--- src/rtl/eth_pkg.sv ---
// Shared Ethernet definitions for the GMII MAC paths: FSM encoding, framing bytes,
// CRC-32 constants and default length limits.
package eth_pkg;

    localparam logic [2:0] ST_IDLE     = 3'd0;
    localparam logic [2:0] ST_PREAMBLE = 3'd1;
    localparam logic [2:0] ST_SFD      = 3'd2;
    localparam logic [2:0] ST_DATA     = 3'd3;
    localparam logic [2:0] ST_PAD      = 3'd4;
    localparam logic [2:0] ST_FCS      = 3'd5;
    localparam logic [2:0] ST_IFG      = 3'd6;

    localparam logic [7:0] PREAMBLE_BYTE = 8'h55;
    localparam logic [7:0] SFD_BYTE      = 8'hD5;

    // CRC_POLY_REFL is CRC_POLY bit-reversed, used by the LSB-first datapath.
    localparam logic [31:0] CRC_POLY      = 32'h04C1_1DB7;
    localparam logic [31:0] CRC_POLY_REFL = 32'hEDB8_8320;
    localparam logic [31:0] CRC_INIT      = 32'hFFFF_FFFF;
    localparam logic [31:0] CRC_RESIDUE   = 32'hDEBB_20E3;

    localparam int MIN_DATA_DEF  = 60;
    localparam int MAX_DATA_DEF  = 1514;
    localparam int MAX_JUMBO_DEF = 9014;

endpackage

--- src/rtl/crc32_d8.sv ---
// One-byte step of the reflected IEEE 802.3 CRC-32; pure combinational so the
// TX and RX paths can share it.
module crc32_d8
    import eth_pkg::*;
(
    input  logic [31:0] crc,
    input  logic [7:0]  data,
    output logic [31:0] crc_next
);

    logic [31:0] c;

    always_comb begin
        c = crc ^ {24'h0, data};
        for (int i = 0; i < 8; i++) begin
            c = c[0] ? ((c >> 1) ^ CRC_POLY_REFL) : (c >> 1);
        end
        crc_next = c;
    end

endmodule

--- src/rtl/gmii_tx_mac.sv ---
// GMII transmit MAC: frames the sender's byte stream with preamble, SFD, padding,
// FCS and inter-frame gap. All outputs are registered.
module gmii_tx_mac
    import eth_pkg::*;
#(
    parameter int PREAMBLE_LEN = 7,
    parameter int MIN_DATA     = MIN_DATA_DEF,
    parameter int MAX_DATA     = MAX_DATA_DEF,
    parameter int MAX_JUMBO    = MAX_JUMBO_DEF,
    parameter int IFG_CYCLES   = 12
) (
    input  logic       tx_clk,
    input  logic       reset_n,
    input  logic       conf_tx_en,
    input  logic       conf_tx_jumbo_en,
    input  logic       conf_tx_no_gen_crc,
    input  logic [7:0] mac_tx_data,
    input  logic       mac_tx_dvld,
    output logic       mac_tx_ack,
    output logic [7:0] gmii_txd,
    output logic       gmii_tx_en,
    output logic       gmii_tx_er,
    output logic       tx_frame_done,
    output logic       tx_frame_err,
    output logic [2:0] tx_state
);

    // Handshake: mac_tx_dvld is the sender's valid. mac_tx_ack pulses in the SFD
    // cycle and byte 0 is taken then; after that every cycle with mac_tx_dvld=1
    // delivers the next byte, and the first cycle with mac_tx_dvld=0 ends the frame.

    logic [2:0]  state;
    logic [13:0] cnt;
    logic [7:0]  ifg_cnt;
    logic [1:0]  fcs_idx;
    logic [31:0] crc;
    logic [31:0] crc_seed;
    logic [31:0] crc_next;
    logic [31:0] crc_fin;
    logic [7:0]  crc_in;
    logic [7:0]  fcs_byte;
    logic [13:0] max_len;
    logic [13:0] cnt_inc;
    logic        jumbo_q;
    logic        no_crc_q;
    logic        drain;

    assign tx_state = state;
    assign max_len  = jumbo_q ? 14'(MAX_JUMBO) : 14'(MAX_DATA);
    assign cnt_inc  = (cnt == '1) ? cnt : cnt + 14'd1;
    assign crc_seed = (state == ST_SFD) ? CRC_INIT : crc;
    assign crc_in   = (mac_tx_dvld && (state == ST_SFD || state == ST_DATA)) ? mac_tx_data : 8'h00;
    assign crc_fin  = ~crc;
    assign fcs_byte = crc_fin[{fcs_idx, 3'b000} +: 8];

    crc32_d8 u_crc (
        .crc      (crc_seed),
        .data     (crc_in),
        .crc_next (crc_next)
    );

    always_ff @(posedge tx_clk or negedge reset_n) begin
        if (!reset_n) begin
            state         <= ST_IDLE;
            cnt           <= '0;
            ifg_cnt       <= '0;
            fcs_idx       <= '0;
            crc           <= CRC_INIT;
            jumbo_q       <= 1'b0;
            no_crc_q      <= 1'b0;
            drain         <= 1'b0;
            gmii_txd      <= 8'h00;
            gmii_tx_en    <= 1'b0;
            gmii_tx_er    <= 1'b0;
            mac_tx_ack    <= 1'b0;
            tx_frame_done <= 1'b0;
            tx_frame_err  <= 1'b0;
        end else begin
            mac_tx_ack    <= 1'b0;
            tx_frame_done <= 1'b0;
            tx_frame_err  <= 1'b0;
            gmii_tx_er    <= 1'b0;
            if (!mac_tx_dvld) drain <= 1'b0;

            case (state)
                ST_IDLE: begin
                    gmii_tx_en <= 1'b0;
                    gmii_txd   <= 8'h00;
                    if (mac_tx_dvld && conf_tx_en && !drain) begin
                        state      <= ST_PREAMBLE;
                        cnt        <= 14'd1;
                        jumbo_q    <= conf_tx_jumbo_en;
                        no_crc_q   <= conf_tx_no_gen_crc;
                        gmii_txd   <= PREAMBLE_BYTE;
                        gmii_tx_en <= 1'b1;
                    end
                end
                ST_PREAMBLE: begin
                    if (cnt == 14'(PREAMBLE_LEN)) begin
                        state      <= ST_SFD;
                        gmii_txd   <= SFD_BYTE;
                        mac_tx_ack <= 1'b1;
                    end else begin
                        cnt      <= cnt_inc;
                        gmii_txd <= PREAMBLE_BYTE;
                    end
                end
                ST_SFD: begin
                    if (mac_tx_dvld) begin
                        state    <= ST_DATA;
                        gmii_txd <= mac_tx_data;
                        cnt      <= 14'd1;
                        crc      <= crc_next;
                    end else begin
                        state        <= ST_IFG;
                        ifg_cnt      <= '0;
                        gmii_txd     <= 8'h00;
                        gmii_tx_er   <= 1'b1;
                        tx_frame_err <= 1'b1;
                    end
                end
                ST_DATA: begin
                    if (mac_tx_dvld && cnt >= max_len) begin
                        // Oversize: poison the wire and swallow the rest of the sender's frame.
                        state        <= ST_IFG;
                        ifg_cnt      <= '0;
                        gmii_txd     <= 8'h00;
                        gmii_tx_er   <= 1'b1;
                        tx_frame_err <= 1'b1;
                        drain        <= 1'b1;
                    end else if (mac_tx_dvld) begin
                        gmii_txd <= mac_tx_data;
                        cnt      <= cnt_inc;
                        crc      <= crc_next;
                    end else if (no_crc_q) begin
                        // The last byte was already on the wire; done follows one cycle later.
                        state         <= ST_IFG;
                        ifg_cnt       <= '0;
                        gmii_txd      <= 8'h00;
                        gmii_tx_en    <= 1'b0;
                        tx_frame_done <= 1'b1;
                    end else if (cnt < 14'(MIN_DATA)) begin
                        state    <= ST_PAD;
                        gmii_txd <= 8'h00;
                        cnt      <= cnt_inc;
                        crc      <= crc_next;
                    end else begin
                        state    <= ST_FCS;
                        gmii_txd <= fcs_byte;
                        fcs_idx  <= fcs_idx + 2'd1;
                    end
                end
                ST_PAD: begin
                    if (cnt < 14'(MIN_DATA)) begin
                        gmii_txd <= 8'h00;
                        cnt      <= cnt_inc;
                        crc      <= crc_next;
                    end else begin
                        state    <= ST_FCS;
                        gmii_txd <= fcs_byte;
                        fcs_idx  <= fcs_idx + 2'd1;
                    end
                end
                ST_FCS: begin
                    gmii_txd <= fcs_byte;
                    fcs_idx  <= fcs_idx + 2'd1;
                    if (fcs_idx == 2'd3) begin
                        state         <= ST_IFG;
                        ifg_cnt       <= '0;
                        tx_frame_done <= 1'b1;
                    end
                end
                ST_IFG: begin
                    gmii_tx_en <= 1'b0;
                    gmii_txd   <= 8'h00;
                    if (ifg_cnt == 8'(IFG_CYCLES - 1)) state <= ST_IDLE;
                    else ifg_cnt <= ifg_cnt + 8'd1;
                end
                default: state <= ST_IDLE;
            endcase
        end
    end

endmodule

--- config.mk ---
export PLATFORM = sky130hd
export DESIGN_NAME = gmii_tx_mac
export DESIGN_NICKNAME = d
export VERILOG_FILES = /design/src/rtl/eth_pkg.sv /design/src/rtl/crc32_d8.sv /design/src/rtl/gmii_tx_mac.sv
export SDC_FILE = /design/constraint.sdc
export NUM_CORES = 1
export LEC_CHECK = 0
export BUFFER_PORTS_ARGS = -buffer_cell sky130_fd_sc_hd__buf_4
export CORE_ASPECT_RATIO = 1.1
export CORE_MARGIN = 8
export CORE_UTILIZATION = 62
export DETAILED_ROUTE_END_ITERATION = 6
export MAX_ROUTING_LAYER = met4
export PLACE_DENSITY = 0.87
export RECOVER_POWER = 100
export SLEW_MARGIN = 20
export SYNTH_ARGS = -nofsm -noshare
export SYNTH_HDL_FRONTEND = slang
export SYNTH_SLANG_ARGS = --single-unit
--- constraint.sdc ---
create_clock -name tx_clk -period 3.4 [get_ports tx_clk]
set_input_delay 0.68 -clock tx_clk [delete_from_list [all_inputs] [get_ports tx_clk]]
set_output_delay 0.68 -clock tx_clk [all_outputs]
set_load 0.005 [all_outputs]
* Word-level counts from Yosys, hierarchy flattened
Cells that the tools add are included.
Operators by class: add/sub/neg operators 3, order comparisons 2, eq/ne operators 26, shift operators 1, mux-type cells 75, bitwise gates (word level) 10, reductions and logical operators 20
Operators with widths (count):
- 32-bit 2-to-1 mux | 14
- 14-bit 2-to-1 mux | 9
- 13-bit inverter with 14-bit output | 8
- 8-bit 2-to-1 mux | 13
- 32-bit one-hot mux with 3 select lines | 1
- 14-bit one-hot mux with 5 select lines | 1
- 8-bit one-hot mux with 7 select lines | 1
- 32-bit inverter | 1
- 8-bit one-hot mux with 4 select lines | 1
- 32-bit by 6-bit indexed part select with 8-bit output | 1
- 32-bit by 8-bit XOR with 32-bit output | 1
- 2-bit != test, second input constant | 13
- 3-bit 2-to-1 mux | 8
- 3-bit one-hot mux with 7 select lines | 1
- 6-bit AND reduction | 3
- 1-bit 2-to-1 mux | 16
- 14-bit by 1-bit adder with 14-bit output, second input constant | 1
- 14-bit equality test, second input constant | 1
- 14-bit by 3-bit equality test with 1-bit output, second input constant | 1
- 14-bit greater-or-equal comparator | 1
- 14-bit by 6-bit < comparator with 1-bit output, second input constant | 1
- 4-bit AND reduction | 3
- 2-bit 2-to-1 mux | 5
- 3-bit equality test, second input constant | 3
- 21 further kinds | 29
Storage, ports and cells: register bits after elaboration 74, bits of input ports 14

* Longest topological paths before layout
Gate-level depths: netlist (run 1).
word-level depth 26, mapped depth 10

* Hierarchy
From an unflattened synthesis (run 1), not the netlist that was laid out.
Unflattened totals: cell total of the unflattened synthesis 530, area, all modules 5494.0 µm²
Modules (own cells, without submodules):
- gmii_tx_mac | times used 1, cells each 463, area an instance 4569.4 µm², sequential area each 1891.8 µm²
- crc32_d8 | times used 1, cells each 67, area an instance 924.6 µm², sequential area each 0.0 µm²

* Worst setup path before layout (run 1)
Ideal clock, no wire load.
path type in2reg, from input mac_tx_dvld, to register crc[23], arrival 2.470 ns, data required time 3.328 ns, setup slack 0.858 ns, stages on the path 8, path buffers 2, cell sequence buf_2 -> nand2_1 -> o32a_1 -> buf_4 -> xor2_2 -> xnor2_4 -> xnor3_1 -> o21ai_1
Between the ends: longest elaborated chain between the ends 21, elaborated cells between the ends (all ways) 28
RTL lines:
- start: declaration | RTL line gmii_tx_mac.sv:18 | input logic mac_tx_dvld,
- 1-bit logical AND | RTL line gmii_tx_mac.sv:52 | assign crc_in = (mac_tx_dvld && (state == ST_SFD || state == ST_DATA)) ? mac_tx_data : 8'h00;
- 8-bit 2-to-1 mux | RTL line gmii_tx_mac.sv:52
- 32-bit by 8-bit XOR with 32-bit output | RTL line crc32_d8.sv:14 | c = crc ^ {24'h0, data};
- 32-bit 2-to-1 mux | RTL line crc32_d8.sv:16 | c = c[0] ? ((c >> 1) ^ CRC_POLY_REFL) : (c >> 1);
- 13-bit inverter with 14-bit output (no source line)
- 32-bit 2-to-1 mux (2 in a row) | RTL line crc32_d8.sv:16
- 13-bit inverter with 14-bit output (no source line)
- 32-bit 2-to-1 mux | RTL line crc32_d8.sv:16
- [... 4 more ...]
- 32-bit 2-to-1 mux | RTL line crc32_d8.sv:16
- 13-bit inverter with 14-bit output (no source line)
- 32-bit 2-to-1 mux | RTL line crc32_d8.sv:16
- 32-bit 2-to-1 mux | RTL line gmii_tx_mac.sv:142, gmii_tx_mac.sv:154
- 32-bit 2-to-1 mux | RTL line gmii_tx_mac.sv:135 | end else if (no_crc_q) begin
- 32-bit 2-to-1 mux | RTL line gmii_tx_mac.sv:131 | end else if (mac_tx_dvld) begin
- 32-bit 2-to-1 mux | RTL line gmii_tx_mac.sv:123 | if (mac_tx_dvld && cnt >= max_len) begin
- 32-bit one-hot mux with 3 select lines | RTL line gmii_tx_mac.sv:85 | case (state)
- end signal: assignment | RTL line gmii_tx_mac.sv:134 | crc <= crc_next;
- end signal: assignment | RTL line gmii_tx_mac.sv:146 | crc <= crc_next;
- end signal: assignment | RTL line gmii_tx_mac.sv:157 | crc <= crc_next;
- end: declaration | RTL line gmii_tx_mac.sv:36 | logic [31:0] crc;
Parallel ways exist; a longest one is shown, timed or not. The select of a mux whose other input is x is not followed. A chain may end at the register's enable or synchronous reset.

* Worst setup path after layout (run 1)
from register state[2], in the netlist tx_state[2], to register crc[18]
Between the ends: longest elaborated chain between the ends 22, elaborated cells between the ends (all ways) 33
RTL lines:
- start: declaration | RTL line gmii_tx_mac.sv:32 | logic [2:0] state;
- start signal: assignment | RTL line gmii_tx_mac.sv:64 | state <= ST_IDLE;
- start signal: assignment | RTL line gmii_tx_mac.sv:90 | state <= ST_PREAMBLE;
- start signal: assignment | RTL line gmii_tx_mac.sv:100 | state <= ST_SFD;
- 3-bit by 2-bit equality test with 1-bit output, on equally long branches | RTL line gmii_tx_mac.sv:51, gmii_tx_mac.sv:52, gmii_tx_mac.sv:85
- 1-bit logical OR | RTL line gmii_tx_mac.sv:52
- 1-bit logical AND | RTL line gmii_tx_mac.sv:52
- 8-bit 2-to-1 mux | RTL line gmii_tx_mac.sv:52
- 32-bit by 8-bit XOR with 32-bit output | RTL line crc32_d8.sv:14
- 32-bit 2-to-1 mux (2 in a row) | RTL line crc32_d8.sv:16
- 13-bit inverter with 14-bit output (no source line)
- 32-bit 2-to-1 mux (2 in a row) | RTL line crc32_d8.sv:16
- [... 3 more ...]
- 32-bit 2-to-1 mux | RTL line crc32_d8.sv:16
- 13-bit inverter with 14-bit output (no source line)
- 32-bit 2-to-1 mux (2 in a row) | RTL line crc32_d8.sv:16
- 32-bit 2-to-1 mux | RTL line gmii_tx_mac.sv:142, gmii_tx_mac.sv:154
- 32-bit 2-to-1 mux | RTL line gmii_tx_mac.sv:135
- 32-bit 2-to-1 mux | RTL line gmii_tx_mac.sv:131
- 32-bit 2-to-1 mux | RTL line gmii_tx_mac.sv:123
- 32-bit one-hot mux with 3 select lines | RTL line gmii_tx_mac.sv:85
Parallel ways exist; a longest one is shown, timed or not. The select of a mux whose other input is x is not followed.

==> flow_summary_export.csv, run 1 <==
group,metric,value,unit
route,wl_per_cell,19.1,µm
route,drt-met1-wl,5110,µm
layout,layout_common_cells,"68 x o21ai_0, 68 x nand2_1, 52 x nor2_1",
place,gp_congestion,0.970,
flow_run,maxCapViolCount,1,
grt,antenna_found_initial,0,
setup_path,rr_startpoint,"tx_state[2]",
sta,hold_viol,0,
floorplanning,die_h,112,µm
power,power,7.04,mW
setup_path,r2r_end,"crc[18]",
route,antenna_left,0,
synth,synth_edf_count,0,
setup_path,critPathLaunchType,"flip-flop",
clock_network,cts-resized-gates,0,
sta,max_slew_margin,-23.2,%
floorplanning,dieArea,11500,µm²
sta,rsz0062_at_grt,"false",
sta,fin_skew,8.82,ps
setup_path,endpoint,"crc[18]",
synth,synth_top_area_share,20.4,%
sta,post-route-min-period,3130,ps
route,via_count,4540,
layout,nFillCells,683,
clock_network,cts_buffers,9,
status,status,"finished, violations left",
synth,yosys.cell_types.count,66,
sta,drv_slew,75,
power,p_leak,2.34,nW
sta,fmax,319,MHz
setup_path,reg2reg_setup_slack,270,ps
grt,first_global_vias,4451,
synth,syn-num-nets,587,
sta,setup_tns,0,ps
synth,ys_seq_area_share,36.7,%
synth,syn_avg_cell_area,9.18,µm²
route,vias_per_cell,6.52,
clock_network,clock_path_buffers,2,
sta,worst_pin_slew,1850,ps
layout,layout-drive-gt1-share,19.5,%
power,sw_frac_of_total,45.3,%
setup_path,crit_type,"flip-flop to flip-flop",
synth,ys.flop_type,"dfrtp_1",
power,pwr-share-clk,8.8,%
route,met3_length,756,µm
sta,setup_viol,0,
clock_network,clock_latency,360,ps
clock_network,cts_setup_buffers,0,
clock_network,holdBufCountCts,0,
synth,syn_area,5150,µm²
power,seqPwrFrac,25.0,%
place,io_buffers,29,
layout,n_antenna_cell,0,
synth,yosysTopAreaCell,"dfrtp_1",
grt,grt_max_degree,75,
power,switchingPower,3.19,mW
grt,grt_use_total,24.7,%
floorplanning,rows,35,
floorplanning,die_width,103,µm
route,routed.top_layer,"met4",
setup_path,crit_arrival,3420,ps
power,ir_drop,1330,µV
setup_path,crit_path_start,"tx_state[2]",
setup_path,end_kind,"flip-flop",
synth,synth_cells,561,
clock_network,cts_tree,"built",
place,hpwl,9700,µm
setup_path,worstRegToRegCells,8,
route,drt_wl_total,13300,µm
status,violations,"max-capacitance violations, max-slew violations",
clock_network,cts_sinks,74,
grt,grt_pass1_wl,22000,µm
power,p_comb_share,66.1,%
synth,yosys_warnings,0,
worst_hold_path,hold_path.class,"flip-flop to flip-flop",
clock_network,htreeDepth,3,
synth,async_flop_share,100,%
route,dr.first_iter.drc_count,278,
clock_network,clkSlewWorstSetupHoldPaths,80,ps
synth,yosys-top-cells-area,"dfrtp_1 20%, dfstp_2 16%, o21ai_0 6.3%",
power,p_int,3.85,mW
power,p_per_area,1260,nW/µm²
grt,grt_overflow,0,
route,drcViolationCount,0,
floorplanning,coreArea,8230,µm²
clock_network,cts_root_buffer,"clkbuf_8",
route,drt_pass1_iterations,5,
layout,syn_to_final_growth,8.89,%
setup_path,crit_fanout,14,
route,dr_wl_met2,6960,µm
layout,finalNetCount,606,
setup_path,crit_required,3690,ps
floorplanning,ios,30,
sta,period_share,92.1,%
synth,ys_ff_latch,74,
floorplanning,start_util,62.6,%
## critical path, stage by stage (launching register included)
cell and delay, ps:
dfrtp_1 480, nor3b_2 790, buf_4 330, o21ai_0 110, nand3_1 340, xnor2_1 280, xnor2_1 350, xnor2_1 110
mux2_2 260
## state kept, by name, summed over array words and instances (netlist names)
signal / cells
gmii_tx_en: 1
no_crc_q: 1
crc: 32
drain: 1
jumbo_q: 1
tx_state: 3
tx_frame_err: 1
fcs_idx: 2
mac_tx_ack: 1
tx_frame_done: 1
cnt: 14
gmii_txd: 8
ifg_cnt: 8
## cells in the mapped netlist, types with 3 or more instances
master and count:
nor4_1 5, dfstp_2 32, mux4_2 8, and3_1 8, mux2_2 5, a211oi_1 3, or3_1 3, nand2b_1 7
buf_1 4, xnor2_2 3, o21ai_0 65, a211o_1 3, a221oi_1 3, nand4_1 5, inv_1 9, o21ai_1 10
xnor2_1 29, ha_1 12, nand3_1 16, nor2_1 52, a31oi_1 5, nor2b_1 6, buf_2 6, o31ai_1 9
o21a_1 5, dfrtp_1 42, xnor3_1 3, nor3_1 12, buf_4 3, o311ai_4 5, nand2_1 68, clkbuf_1 19
a21oi_1 28, xor2_1 20, o22a_1 4, o221ai_1 6
## layer usage
layer | track usage (%) | vias to the layer above
met4 | 10.4 | 0
met5 | - | -
li1 | - | 2059
met3 | 5.24 | 49
met1 | 28.1 | 2220
met2 | 40.6 | 212
## worst min-delay path by stage
stage	start	end	cells past startpoint
3_3_place_gp	crc[23]	crc[23]	2
4_1_cts	crc[21]	crc[21]	2
3_5_place_dp	crc[21]	crc[21]	2
2_1_floorplan	reset_n	cnt[0]	0
6_report	crc[21]	crc[21]	2
5_1_grt	crc[21]	crc[21]	2
## power groups by stage
stage | combinational [mW] | sequential, mW | clock [mW]
global placement | 4.48 | 1.75 | 0
floorplan | 3.75 | 1.61 | 0
global route | 5.05 | 1.80 | 0.662
CTS | 4.70 | 1.76 | 0.628
detailed placement | 4.68 | 1.77 | 0
finish | 4.66 | 1.76 | 0.621
## metrics by stage
step           hold WS [ps]  utilization, %  cells  worst slack [ps]  cell area (µm²)
3_3_place_gp            464            66.7    680               632             5490
6_report                481            68.1    696               269             5610
3_5_place_dp            473            66.7    680               490             5490
5_1_grt                 498            68.1    696               154             5610
4_1_cts                 484            68.8    696               462             5660
2_1_floorplan           384               -    561               858             5150
## area by class of cell
cell class                 count  area (µm²)  area share [%]
clock inverter                 5        30.0           0.535
clock buffer                  11         141            2.52
sequential                    74        1890            33.7
tap                          111         139            2.48
multi-input combinational    445        3080            54.9
inverter                      10        37.5           0.669
timing repair buffer          40         293            5.22
## cell families after synthesis
kind of cell    Yosys count  synth area share [%]
fa+ha+maj                12                  2.91
compound gates          165                  21.5
simple gates            195                  18.3
flops                    74                  36.7
buf+inv                  42                  3.42
mux                      14                  4.78
xor+xnor                 59                  12.4
No activity file was read; power rests on OpenSTA's default activity.
==> inputs of run 2 (changes only) <==
--- a/config.mk
+++ b/config.mk
@@ -6,12 +6,12 @@
 export NUM_CORES = 1
 export LEC_CHECK = 0
 export BUFFER_PORTS_ARGS = -buffer_cell sky130_fd_sc_hd__buf_4
-export CORE_ASPECT_RATIO = 1.1
+export CORE_ASPECT_RATIO = 1.25
 export CORE_MARGIN = 8
 export CORE_UTILIZATION = 62
 export DETAILED_ROUTE_END_ITERATION = 6
 export MAX_ROUTING_LAYER = met4
-export PLACE_DENSITY = 0.87
+export PLACE_DENSITY = 0.81
 export RECOVER_POWER = 100
 export SLEW_MARGIN = 20
 export SYNTH_ARGS = -nofsm -noshare
==> run 2 against run 1 <==
  * Largest cell class unchanged
  * Register-to-register slack improved by 50 ps
  * Utilization is 1.2 points higher
  * Sequential cell count unchanged
  * Critical path depth is 2 lower
  * The flow still finishes with violations (max-capacitance violations, max-slew violations)
  * Worst setup slack improved by 47 ps
==> flow_summary_export.csv, run 2 (synthesis results as in run 1) <==
group,metric,value,unit
grt,grt_use_total,23.7,%
place,hpwl,9640,µm
setup_path,cp_num_buf_inv,0,
status,status,"finished, violations left",
power,p_leak,2.37,nW
setup_path,crit_family,"XOR/XNOR gates",
sta,hold_viol,0,
place,place_area,5480,µm²
layout,layout-drive-gt1-share,19.8,%
grt,antenna_found_initial,0,
setup_path,crit_fanout,18,
route,antenna_left,0,
grt,grt_max_degree,75,
grt,met3_usage,3.99,%
setup_path,crit_type,"flip-flop to flip-flop",
route,drt_wl_total,13100,µm
layout,fin_area,5650,µm²
floorplanning,rows,37,
grt,grt_overflow,0,
route,drt_pass1_iterations,6,
route,wl_per_cell,19.2,µm
power,seqPwrFrac,25.5,%
route,via_count,4498,
worst_hold_path,hold_path.class,"flip-flop to flip-flop",
route,dr.first_iter.drc_count,355,
layout,largestRegisters,"crc: 32 flops, cnt: 14 flops",
power,sw_frac_of_total,44.2,%
route,vias_per_cell,6.58,
power,pwr-share-clk,9.9,%
clock_network,cts_buffers,9,
sta,post-route-min-period,3080,ps
power,switchingPower,3.11,mW
place,io_buffers,29,
setup_path,max_stage_delay,720,ps
grt,grt_use_met2,40.3,%
clock_network,cts_root_buffer,"clkbuf_8",
sta,fmax,324,MHz
clock_network,clock_path_buffers,2,
floorplanning,start_util,63.2,%
grt,first_global_vias,4355,
setup_path,cp_cell_sequence,"nand3b_2 -> o311ai_4 -> xnor2_2 -> xnor2_4 -> xnor3_1 -> o21ai_0",
sta,period_share,90.7,%
floorplanning,die_h,118,µm
status,violations,"max-capacitance violations, max-slew violations",
layout,finish.utilization,69.3,%
clock_network,cts-resized-gates,0,
layout,largest_register,"crc",
power,p_comb_share,64.6,%
setup_path,crit_required,3680,ps
clock_network,cts_sinks,74,
sta,final.hold.worst_slack,478,ps
clock_network,clock_latency,360,ps
floorplanning,coreArea,8150,µm²
sta,worst_pin_slew,1880,ps
sta,drv_slew,75,
layout,n_antenna_cell,0,
clock_network,cts_setup_buffers,0,
setup_path,critPathLaunchType,"flip-flop",
grt,met1_usage,26.3,%
flow_run,maxCapViolCount,1,
layout,final_common_cell,"o21ai_0",
setup_path,crit_arrival,3370,ps
sta,setup_viol,0,
floorplanning,ios,30,
layout,layout_common_cells,"69 x o21ai_0, 68 x nand2_1, 52 x nor2_1",
power,power,7.04,mW
setup_path,cp_slowest_cell,"dfrtp_1",
clock_network,cts_tree,"built",
power,p_int,3.93,mW
grt,grt_pass1_wl,21800,µm
clock_network,htreeDepth,3,
power,p_per_area,1250,nW/µm²
grt,top_usage_layer,"met2",
setup_path,end_kind,"flip-flop",
floorplanning,dieArea,11500,µm²
clock_network,holdBufCountCts,0,
sta,fin_skew,14.8,ps
sta,max_slew_margin,-25.4,%
layout,finalNetCount,608,
sta,rsz0062_at_grt,"false",
layout,largest_reg_flops,32,
power,ir_drop,1300,µV
route,drcViolationCount,0,
sta,setup_tns,0,ps
layout,syn_to_final_growth,9.64,%
place,gp_congestion,0.980,
clock_network,clkSlewWorstSetupHoldPaths,80,ps
floorplanning,die_width,97.5,µm
==> run 2: changes by cell type in the layout (fill, tap and decap cells not counted), sizes merged <==
cell,previous run,this run
clkinv,4,2
clkinvlp,2,0
buf,21,20
clkbuf,30,37
==> run 2: metrics by stage <==
stage / instances / setup WS (ps)
2_1_floorplan: 561 / 858
3_3_place_gp: 668 / 579
3_5_place_dp: 668 / 489
4_1_cts: 684 / 464
5_1_grt: 684 / 125
6_report: 684 / 316
==> run 2: worst register-to-register path: cells and delay by family, from the launching register on <==
kind,cells,cell delay [ps]
compound gates,2,760
xor+xnor,3,1010
flops,1,720
simple gates,1,500
==> run 2: area by class of cell <==
class,instances,area (µm²)
multi-input combinational,445,3100
fill,628,2500
sequential,74,1890
timing repair buffer,42,295
clock buffer,15,198
tap,97,121
inverter,10,37.5
clock inverter,1,5.00
==> run 2: metal layers <==
| layer | vias to the layer above | routed length [µm] |
|---|---|---|
| met3 | 42 | 682 |
| met2 | 178 | 6940 |
| met1 | 2200 | 5030 |
| met5 | - | 0 |
| li1 | 2078 | - |
| met4 | 0 | 459 |
==> run 2: power groups by stage <==
stage / logic [mW] / clock network [mW] / registers (mW)
6_report: 4.55 / 0.695 / 1.80
4_1_cts: 4.61 / 0.710 / 1.80
2_1_floorplan: 3.75 / 0 / 1.61
5_1_grt: 4.98 / 0.750 / 1.85
3_3_place_gp: 4.45 / 0 / 1.79
3_5_place_dp: 4.58 / 0 / 1.81
==> run 2: final timing paths <==
| check | to | start | depth (start not counted) | slack (ps) |
|---|---|---|---|---|
| min reg2reg | crc[21] | crc[21] | 2 | 480 |
| max in group asynchronous | tx_state[1] | reset_n | 1 | 1440 |
| max reg2reg | crc[23] | tx_state[0] | 6 | 320 |
| max | crc[23] | tx_state[0] | 6 | 320 |
| min | crc[21] | crc[21] | 2 | 480 |
| min in group asynchronous | cnt[9] | reset_n | 1 | 810 |
